==> src/rtl/debug_tx_serializer_if.sv <==
// Response handshake between the debug controller and the UART transmit serializer.
// The controller drives the master side and the serializer implements the slave side.
interface debug_tx_serializer_if;
  logic        tx_valid;
  logic        tx_ready;
  logic [31:0] tx_data;
  logic [2:0]  tx_len;

  modport master (output tx_valid, output tx_data, output tx_len, input tx_ready);
  modport slave  (input tx_valid, input tx_data, input tx_len, output tx_ready);
endinterface

==> src/rtl/debug_tx_serializer.sv <==
// UART transmit serializer for the debug link: sends 1..4 response bytes MSB-byte first as 8N1.
// Defining DEBUG_TX_PARITY_EN adds an even-parity bit to each byte, which makes the frame 8E1.
module debug_tx_serializer #(
  parameter int unsigned CLKS_PER_BIT = 434,
  parameter logic [7:0]  IDLE_ACK     = 8'hA5
) (
  input  logic                  clk,
  input  logic                  reset_n,
  debug_tx_serializer_if.slave  tx,
  output logic                  stx,
  output logic                  tx_busy,
  output logic                  tx_done
);

  typedef enum logic [2:0] {
    S_IDLE,
    S_START,
    S_DATA,
`ifdef DEBUG_TX_PARITY_EN
    S_PARITY,
`endif
    S_STOP,
    S_DONE
  } state_t;

  localparam logic [15:0] BIT_LAST = 16'(CLKS_PER_BIT - 1);

  state_t      state;
  logic [15:0] bit_timer;
  logic [2:0]  bit_idx;
  logic [2:0]  byte_cnt;
  logic [31:0] word_sr;
  logic        ready_q;

  logic       bit_end;
  logic [7:0] cur_byte;
  logic [2:0] next_idx;
  logic [2:0] len_clamped;

  assign bit_end  = (bit_timer == BIT_LAST);
  assign cur_byte = word_sr[31:24];
  assign next_idx = bit_idx + 3'd1;

  // A zero length means a bare acknowledge of one byte. Anything above four is capped at four.
  assign len_clamped = (tx.tx_len == 3'd0) ? 3'd1 :
                       (tx.tx_len > 3'd4)  ? 3'd4 : tx.tx_len;

  assign tx.tx_ready = ready_q;

  // NOTE: all state uses non-blocking assignments, so every register sees values from before the edge.
  // NOTE: the async reset returns stx high immediately, which abandons any frame in flight.
  always_ff @(posedge clk or negedge reset_n) begin
    if (!reset_n) begin
      state     <= S_IDLE;
      bit_timer <= '0;
      bit_idx   <= '0;
      byte_cnt  <= '0;
      word_sr   <= '0;
      ready_q   <= 1'b0;
      stx       <= 1'b1;
      tx_busy   <= 1'b0;
      tx_done   <= 1'b0;
    end else begin
      tx_done <= 1'b0;

      if (state == S_IDLE || state == S_DONE || bit_end) bit_timer <= '0;
      else                                               bit_timer <= bit_timer + 16'd1;

      case (state)
        S_IDLE: begin
          ready_q <= 1'b1;
          if (tx.tx_valid && ready_q) begin
            ready_q  <= 1'b0;
            tx_busy  <= 1'b1;
            stx      <= 1'b0;
            bit_idx  <= '0;
            byte_cnt <= len_clamped;
            word_sr  <= (tx.tx_len == 3'd0) ? {IDLE_ACK, 24'h0} : tx.tx_data;
            state    <= S_START;
          end
        end

        S_START: begin
          if (bit_end) begin
            stx     <= cur_byte[0];
            bit_idx <= '0;
            state   <= S_DATA;
          end
        end

        S_DATA: begin
          if (bit_end) begin
            if (bit_idx == 3'd7) begin
`ifdef DEBUG_TX_PARITY_EN
              stx   <= ^cur_byte;
              state <= S_PARITY;
`else
              stx   <= 1'b1;
              state <= S_STOP;
`endif
            end else begin
              bit_idx <= next_idx;
              stx     <= cur_byte[next_idx];
            end
          end
        end

`ifdef DEBUG_TX_PARITY_EN
        S_PARITY: begin
          if (bit_end) begin
            stx   <= 1'b1;
            state <= S_STOP;
          end
        end
`endif

        S_STOP: begin
          if (bit_end) begin
            if (byte_cnt > 3'd1) begin
              // Go straight into the next start bit, so there is no idle gap between bytes.
              byte_cnt <= byte_cnt - 3'd1;
              word_sr  <= {word_sr[23:0], 8'h00};
              stx      <= 1'b0;
              state    <= S_START;
            end else begin
              tx_busy <= 1'b0;
              tx_done <= 1'b1;
              state   <= S_DONE;
            end
          end
        end

        S_DONE: begin
          ready_q <= 1'b1;
          state   <= S_IDLE;
        end

        default: state <= S_IDLE;
      endcase
    end
  end

endmodule

==> src/flat_wrapper.sv <==
// flat-port wrapper written by rule: the top's interface ports become plain ports
module debug_tx_serializer_flat 
#(
  parameter int unsigned CLKS_PER_BIT = 434,
  parameter logic [7:0]  IDLE_ACK     = 8'hA5
)
  (clk, reset_n, stx, tx_busy, tx_done, tx_tx_valid, tx_tx_data, tx_tx_len, tx_tx_ready);
  debug_tx_serializer_if tx_i ();
  input  logic clk;
  input  logic reset_n;
  output logic stx;
  output logic tx_busy;
  output logic tx_done;
  input wire logic [$bits(tx_i.tx_valid)-1:0] tx_tx_valid;
  input wire logic [$bits(tx_i.tx_data)-1:0] tx_tx_data;
  input wire logic [$bits(tx_i.tx_len)-1:0] tx_tx_len;
  output wire logic [$bits(tx_i.tx_ready)-1:0] tx_tx_ready;
  assign tx_i.tx_valid = tx_tx_valid;
  assign tx_i.tx_data = tx_tx_data;
  assign tx_i.tx_len = tx_tx_len;
  assign tx_tx_ready = tx_i.tx_ready;
  debug_tx_serializer #(.CLKS_PER_BIT(CLKS_PER_BIT), .IDLE_ACK(IDLE_ACK)) u_core (.clk(clk), .reset_n(reset_n), .tx(tx_i), .stx(stx), .tx_busy(tx_busy), .tx_done(tx_done));
endmodule
==> config.mk <==
export PLATFORM = sky130hd
export DESIGN_NAME = debug_tx_serializer_flat
export DESIGN_NICKNAME = d
export VERILOG_FILES = /design/src/rtl/debug_tx_serializer_if.sv /design/src/rtl/debug_tx_serializer.sv /design/src/flat_wrapper.sv
export SDC_FILE = /design/constraint.sdc
export NUM_CORES = 1
export LEC_CHECK = 0
export CORE_ASPECT_RATIO = 0.5
export CORE_MARGIN = 2
export CORE_UTILIZATION = 30
export CTS_BUF_LIST = sky130_fd_sc_hd__clkbuf_16
export DETAILED_ROUTE_END_ITERATION = 8
export HOLD_SLACK_MARGIN = 0.08
export MAX_ROUTING_LAYER = met4
export PLACE_DENSITY = 0.49
export SYNTH_ARGS = -nofsm -noshare
export SYNTH_HDL_FRONTEND = slang
export SYNTH_SLANG_ARGS = --single-unit
==> constraint.sdc <==
create_clock -name clk -period 4.4 [get_ports clk]
set_input_delay 0.44 -clock clk [delete_from_list [all_inputs] [get_ports clk]]
set_output_delay 0.44 -clock clk [all_outputs]
set_load 0.02 [all_outputs]
==> metrics.cfg, run 1 <==
[hold_path]
min_path_type=in2async

[cts]
cts_setup_buffers=0
cts_buffers=9
h-tree-depth=3
clkTransAtPathRegs_ps=50
cts_root_buf=clkbuf_16
cts_sinks=61
cts_tree=done
ctsLongestPathBuffers=2
post_cts_resize_count=0
clk_latency_ps=320
ctsHoldBuffers=0

[timing]
tns_ps=0
finClkSkew_ps=6.695
tightest_slew_ps=1127
relSlewSlack_pct=24.32
final_max_slew_viol_count=0
rsz0062_at_grt=false
setup-violations-final=0
worst_slack_ps=1868
period_minus_slack_ps=2532
hold_viol=0
fin_crit_sh_pct=57.55
maxClockFrequency_ghz=0.3949

[global_route]
antenna_found_initial=0
grt_max_degree=62
grt_usage_pct=13.54
grt-ovfl-total=0
grt_pass1_vias=2301
grt_pass1_wl_mm=11.87

[setup_path]
cp_slowest_cell=and4_1
slowest_delay_ps=420
crit_arrival_ps=2740
cp-end-kind=flip-flop
crit_path_cell_trace=inv_1 > ha_1 > nor3b_1 > and4_1 > o211a_1 > buf_4 > mux2_2
critPathMaxFanout=25
cp-start-kind=flip-flop
cp_top_family=simple AND/OR/NAND/NOR gates
crit_type=reg2reg
crit_required_ps=4610
path_buf_inv=2

[logic_synthesis]
yosysWarnings=0
ys_seq_area_share_pct=47.75
yosysTopAreaCell=dfrtp_1
synth_edf_count=0
synth_ff_type=dfrtp_1
synthArstFlopShare_pct=100.0
synth_area_per_cell_sq_um=11.63
ys_ff_latch=61
syn_area_sq_um=3199
yosysUniqueCellTypes=57
syn_inst=275
synth.area.top_cells=dfrtp_1 (47%), a22o_1 (7.7%), mux2_4 (7.5%)
synth_fp_nets=319
synth_top_area_share_pct=46.93

[floorplanning]
die_w_microns=150.0
row_count=26
die_height_microns=77.02
initial_core_util_pct=31.12
io_pins=42
fp.coreArea_sq_um=10280
die-area_sq_um=11560

[power]
p_comb_share_pct=5.3
leakage_nw=1.787
clkPwrFrac_pct=48.7
p_int_mw=0.9677
powerDensity_nw_per_um2=308.4
seq_power_share_pct=46.0
power.net_switching_mw=0.2541
swShare_pct=20.80
peakVddDrop_mv=0.1764

[cells_and_area]
drive_gt1_share_pct=15.89
diodes=0
nets=360
synthToLayoutAreaGrowth_pct=23.82

[drt]
drtAntennaViolNets=0
num_vias=2287
drcViolationCount=0
dr.pass1.iters=4
routed_via_density=4.961
totalWireLength_mm=6.843
wl_per_cell_microns=14.84
drtIter0Drc=149

[placed_design]
place_worst_setup_slack_ps=1903
place_congestion=0.7658
hpwl_mm=4.750
portBuffers=41

[outcome]
status=complete, no violations

[job]
maxCapViolations=0

## flip-flops by register name (all words and copies together), names as in the netlist
| signal | cells |
|---|---|
| u_core.word_sr | 32 |
| u_core.tx_done | 1 |
| u_core.stx | 1 |
| u_core.tx.tx_ready | 1 |
| u_core.state | 3 |
| u_core.tx_busy | 1 |
| u_core.byte_cnt | 3 |
| u_core.bit_idx | 3 |
| u_core.bit_timer | 16 |
## per-layer routing
layer	wire length, microns	GRT usage (%)	up-vias
met5	0	-	-
met4	93	4.245	0
met3	271	4.345	8
met2	3109	19.27	37
met1	3370	18.28	1133
li1	-	-	1109
## path summary, 6_finish.rpt
kind / endpoint / slack, ps / startpoint / cells past startpoint
setup / recovery: u_core.word_sr[11] / 1870 / u_core.bit_timer[1] / 7
hold / removal: u_core.tx_done / 280 / reset_n / 2
setup reg to reg: u_core.word_sr[11] / 1870 / u_core.bit_timer[1] / 7
hold reg to reg: u_core.tx_busy / 480 / u_core.tx_busy / 1
min in group clk: u_core.tx_busy / 480 / u_core.tx_busy / 1
max in group asynchronous: u_core.word_sr[22] / 3580 / reset_n / 2
## worst register-to-register path: stages, from the launching register on
cell and delay (ps):
dfrtp_1 400, inv_1 70, ha_1 140, nor3b_1 400
and4_1 420, o211a_1 210, buf_4 390, mux2_2 390
## synthesized netlist by cell type, types with 2 or more instances
master,number
dfrtp_1,60
a22o_1,28
nor2_1,19
mux2_4,16
inv_1,14
clkbuf_1,10
mux2_2,10
a21oi_1,9
o21ai_0,9
nand2_1,8
nand3_1,7
ha_1,6
mux2i_1,6
xnor2_1,6
or3_1,5
xor2_1,5
nand4_1,4
nor3_1,4
o22ai_1,4
a2bb2oi_1,2
a41oi_1,2
and4_4,2
buf_12,2
nand3b_1,2
nor3b_1,2
nor4_1,2
## logic make-up (layout without fill, tap and decap cells)
kind of cell | count (synthesis) | count (layout) | synth area share (%)
xor gates and xnor gates | 11 | 11 | 3.011
and+or+nand+nor | 66 | 66 | 12.08
DFF | 61 | 61 | 47.75
muxes | 33 | 33 | 13.61
AOI/OAI and AO/OA | 69 | 69 | 16.43
buffers and inverters | 29 | 75 | 4.771
adders and majority gates | 6 | 6 | 2.346
## cell type report
cell class,instances,area [sq um]
Sequential cell,61,1528
Clock buffer,9,225.2
Inverter,14,52.55
Clock inverter,7,26.28
Timing Repair Buffer,45,435.4
Multi-Input combinational cell,185,1519
Tap cell,140,175.2
Fill cell,1028,6319
## through the flow
step           power [mW]  cell area (sq um)  utilization (%)  cells  hold slack, ps
2_1_floorplan      0.5878               3199                -    275           144.4
3_3_place_gp       0.6376               3710            36.09    445           458.0
3_5_place_dp       0.6380               3710            36.09    445           475.8
4_1_cts             1.245               3961            38.53    461           327.7
5_1_grt             1.279               3961            38.53    461           357.7
6_report            1.222               3961            38.53    461           283.9
## placed cells by master, fill, tap and decap left out, drive strengths merged, types with 2 or more instances in the layout
cell / synthesis / layout
a21oi: 10 / 10
a22o: 28 / 28
a2bb2oi: 2 / 2
a41oi: 2 / 2
and4: 3 / 3
buf: 5 / 5
clkbuf: 10 / 9
clkdlybuf4s50: 0 / 40
clkinv: 0 / 4
dfrtp: 60 / 60
ha: 6 / 6
inv: 14 / 17
mux2: 26 / 26
mux2i: 6 / 6
nand2: 8 / 8
nand3: 7 / 7
nand3b: 2 / 2
nand4: 4 / 4
nor2: 19 / 19
nor3: 4 / 4
nor3b: 2 / 2
nor4: 4 / 4
o211ai: 2 / 2
o21ai: 9 / 9
o22ai: 4 / 4
or3: 5 / 5
xnor2: 6 / 6
xor2: 5 / 5
## power by group through the flow
stage                     clock (mW)  combinational (mW)  sequential [mW]
after floorplan                    0              0.0164            0.571
after global placement             0              0.0664            0.571
after detailed placement           0              0.0668            0.571
after CTS                      0.617              0.0671            0.562
after global routing           0.646              0.0715            0.561
final                          0.595              0.0651            0.562
No activity file was read; power rests on OpenSTA's default activity.
==> inputs of run 2 (changes only) <==
PLACE_DENSITY = 0.5   (was 0.49)
clock period = 2.2 ns   (was 4.4 ns; I/O delays follow)
==> metrics.cfg, run 2 (synthesis results as in run 1) <==
[cts]
ctsLongestPathBuffers=2
clk_latency_ps=330
cts_sinks=61
ctsHoldBuffers=0
cts_tree=done
cts_buffers=9
cts_root_buf=clkbuf_16
clkTransAtPathRegs_ps=60
post_cts_resize_count=0
h-tree-depth=3
cts_setup_buffers=0

[outcome]
status=complete, no violations

[drt]
drtAntennaViolNets=0
drtIter0Drc=152
num_vias=2344
dr.pass1.iters=4
drcViolationCount=0
totalWireLength_mm=7.323
routed_via_density=4.914
wl_per_cell_microns=15.35

[cells_and_area]
fillers=980
final_common_cell=dfrtp_1
synthToLayoutAreaGrowth_pct=28.59
drive_gt1_share_pct=21.36
largest_register_ffs=32
top_register=u_core.word_sr
final_cell_mix=dfrtp_1 (60), clkdlybuf4s50_1 (40), a22o_1 (28)
nets=376
diodes=0
seq_area_sq_um=1528
multi_input_area_sq_um=1531
top_regs=u_core.word_sr x32, u_core.bit_timer x16
layoutNonFillerInstCount=477

[placed_design]
hpwl_mm=5.066
dpl.cell_count=461
place_congestion=0.7213
portBuffers=41

[timing]
maxClockFrequency_ghz=0.4840
setup-violations-final=0
hold_viol=0
period_minus_slack_ps=2066
rsz0062_at_grt=false
finClkSkew_ps=8.100
tns_ps=0
tightest_slew_ps=810.2
fin_crit_sh_pct=93.92
relSlewSlack_pct=45.99
final_max_slew_viol_count=0

[power]
peakVddDrop_mv=0.3774
leakage_nw=1.867
powerDensity_nw_per_um2=605.6

[setup_path]
critPathMaxFanout=5
cp_slowest_cell=mux4_2
slowest_delay_ps=470
cp_top_family=multiplexers
crit_path_cell_trace=ha_1 > ha_4 > mux2_2 > mux4_2 > o21ai_1 > a41oi_1
crit_type=reg2reg
cp-start-kind=flip-flop
crit_required_ps=2430
path_buf_inv=0
rrSetupSlack_ps=130
crit_arrival_ps=2300
cp-end-kind=flip-flop

[floorplanning]
die-area_sq_um=11560
io_pins=42
die_w_microns=150.0
row_count=26
initial_core_util_pct=31.12
fp.coreArea_sq_um=10280
die_height_microns=77.02

[global_route]
grt_pass1_vias=2426
antenna_found_initial=0
grt-ovfl-total=0
grt_usage_pct=14.27
grt_pass1_wl_mm=12.49
grt_max_degree=62

[job]
maxCapViolations=0

[hold_path]
min_path_type=in2async

==> run 2: cell types whose count changed in the layout (fill, tap and decap cells not counted), sizes merged <==
| cell | delta |
|---|---|
| clkinvlp | +1 |
| clkinv | +1 |
| inv | -2 |
| buf | +16 |
==> run 2: worst reg2reg max path: cells and delay by family (launching register included) <==
| kind | cells | cell delay, ps |
|---|---|---|
| compound gates | 2 | 240 |
| mux | 2 | 800 |
| fa+ha+maj | 2 | 550 |
| flops | 1 | 390 |
==> run 2: worst paths after layout <==
check                                   from  cells after the start                 to
max                        u_core.bit_idx[0]                      6         u_core.stx
min                                  reset_n                      2  u_core.word_sr[0]
max reg2reg                u_core.bit_idx[0]                      6         u_core.stx
min reg2reg                   u_core.tx_busy                      1     u_core.tx_busy
max in group asynchronous            reset_n                      2     u_core.tx_done
min in group clk              u_core.tx_busy                      1     u_core.tx_busy
==> run 2: stage by stage <==
stage               power, mW  util (%)  hold slack, ps  cell area (sq um)  setup WS, ps
finish                  2.491     40.02           47.12               4114         133.7
global route            2.607     40.02           132.4               4114         19.61
CTS                     2.529     39.90           102.3               4101         14.65
detailed placement      1.275     37.38           447.9               3842         22.47
global placement        1.274     37.38           435.3               3842         112.3
floorplan               1.176         -          -75.59               3199         134.2
==> run 2: metal layers <==
metal	track usage, %	part of all wire, %	vias up
met2	21.00	46	51
met1	18.82	49	1142
li1	-	-	1141
met3	4.345	3.6	10
met4	4.528	1.5	0
met5	-	0	-
==> run 2: layout make-up <==
| type | instances | share of cell area, % |
|---|---|---|
| sequential | 61 | 37.14 |
| inverter | 14 | 1.277 |
| timing repair buffer | 61 | 13.81 |
| clock inverter | 7 | 0.8212 |
| tap | 140 | 4.258 |
| multi-input combinational | 185 | 37.23 |
| clock buffer | 9 | 5.474 |
==> run 2: power by group <==
group / switching, mW / total, mW / leakage, nW / internal [mW]
logic: 0.0497 / 0.130 / 0.949 / 0.0802
registers: 0 / 1.12 / 0.787 / 1.12
clock network: 0.496 / 1.24 / 0.131 / 0.742
total: 0.546 / 2.49 / 1.87 / 1.95
==> inputs of run 3 (changes only) <==
SETUP_SLACK_MARGIN = 0.05   (was unset)
==> metrics.cfg, run 3 (synthesis results as in run 1) <==
[floorplanning]
initial_core_util_pct=31.12
die_height_microns=77.02
io_pins=42
fp.coreArea_sq_um=10280
die_w_microns=150.0
row_count=26
die-area_sq_um=11560

[timing]
maxClockFrequency_ghz=0.4833
finClkSkew_ps=7.541
rsz0062_at_grt=true
final_max_slew_viol_count=0
hold_viol=0
tns_ps=0
whs_ps=47.43
period_minus_slack_ps=2069
fin_crit_sh_pct=94.06
tightest_slew_ps=809.9
setup-violations-final=0
relSlewSlack_pct=46.01

[setup_path]
cp.depth=6
cp_top_family=multiplexers
crit_type=reg2reg
crit_arrival_ps=2300
crit_required_ps=2430
r2r_cells=6
path_buf_inv=0
critPathMaxFanout=5
r2r-start=u_core.bit_idx[0]
cp-start-kind=flip-flop
cp-end-kind=flip-flop
cp_slowest_cell=mux4_2
slowest_delay_ps=470
crit_start=u_core.bit_idx[0]
crit_path_cell_trace=ha_1 > ha_4 > mux2_2 > mux4_2 > o21ai_1 > a41oi_1

[cells_and_area]
diodes=0
fillers=979
seq_area_sq_um=1528
top_register=u_core.word_sr
drive_gt1_share_pct=21.36
final_common_cell=dfrtp_1
synthToLayoutAreaGrowth_pct=28.71
multi_input_area_sq_um=1531
nets=376
final_cell_mix=dfrtp_1 (60), clkdlybuf4s50_1 (40), a22o_1 (28)
top_regs=u_core.word_sr x32, u_core.bit_timer x16
largest_register_ffs=32

[cts]
clk_latency_ps=330
ctsLongestPathBuffers=2
h-tree-depth=3
cts_sinks=61
clkTransAtPathRegs_ps=50
cts_buffers=9
cts_tree=done
cts_root_buf=clkbuf_16
ctsHoldBuffers=0

[placed_design]
portBuffers=41
hpwl_mm=5.066
place_congestion=0.7213

[drt]
drtIter0Drc=151
num_vias=2345
dr.pass1.iters=4
drtAntennaViolNets=0
wl_per_cell_microns=15.29
routed_via_density=4.916
totalWireLength_mm=7.295
drcViolationCount=0

[hold_path]
min_path_type=in2async

[global_route]
grt_pass1_wl_mm=12.52
grt_max_degree=62
grt_pass1_vias=2425
grt-ovfl-total=0
grt_usage_pct=14.30
antenna_found_initial=0

[power]
powerDensity_nw_per_um2=604.6
leakage_nw=1.868
peakVddDrop_mv=0.3760

[outcome]
status=complete, no violations

[job]
maxCapViolations=0

run 3: cell count changes in the layout (fill, tap and decap cells not counted):
cell,delta
buf_6,+1
buf_4,-1
run 3: per-stage QoR:
stage / power, mW / setup slack, ps / util [%] / cells / instance area, sq um
after floorplan: 1.176 / 134.2 / - / 275 / 3199
after global placement: 1.274 / 112.3 / 37.38 / 461 / 3842
after detailed placement: 1.275 / 22.47 / 37.38 / 461 / 3842
after CTS: 2.529 / 85.61 / 40.02 / 477 / 4114
after global routing: 2.607 / 37.71 / 40.06 / 477 / 4118
final: 2.490 / 130.7 / 40.06 / 477 / 4118
run 3: cell type report:
type	instances	share of cell area, %
inverter	14	1.276
multi-input combinational	185	37.19
clock buffer	9	5.469
clock inverter	7	0.8204
timing repair buffer	61	13.89
sequential	61	37.10
tap	140	4.254
run 3: what timing repair did:
item | CTS | global route
setup endpoints to repair | 1 | 10
hold endpoints to repair | 0 | 0
setup buffers | 0 | 0
resized for setup | 1 | 2
run 3: power by group:
part	leakage [nW]	switching (mW)	internal (mW)
combinational	0.949	0.0497	0.0802
clock	0.131	0.495	0.742
sequential	0.787	0	1.12
run 3: final timing paths:
check                                    end  slack [ps]
setup / recovery                  u_core.stx         130
hold / removal             u_core.word_sr[0]          50
setup reg to reg                  u_core.stx         130
hold reg to reg               u_core.tx_busy         490
max in group asynchronous     u_core.tx_done        1600
min in group clk              u_core.tx_busy         490
run 3: per-layer routing:
| layer | global-route usage [%] | up-vias | wire length (microns) |
|---|---|---|---|
| met4 | 4.528 | 0 | 110 |
| met3 | 4.345 | 10 | 269 |
| met1 | 18.90 | 1140 | 3535 |
| li1 | - | 1142 | - |
| met5 | - | - | 0 |
| met2 | 21.05 | 53 | 3380 |
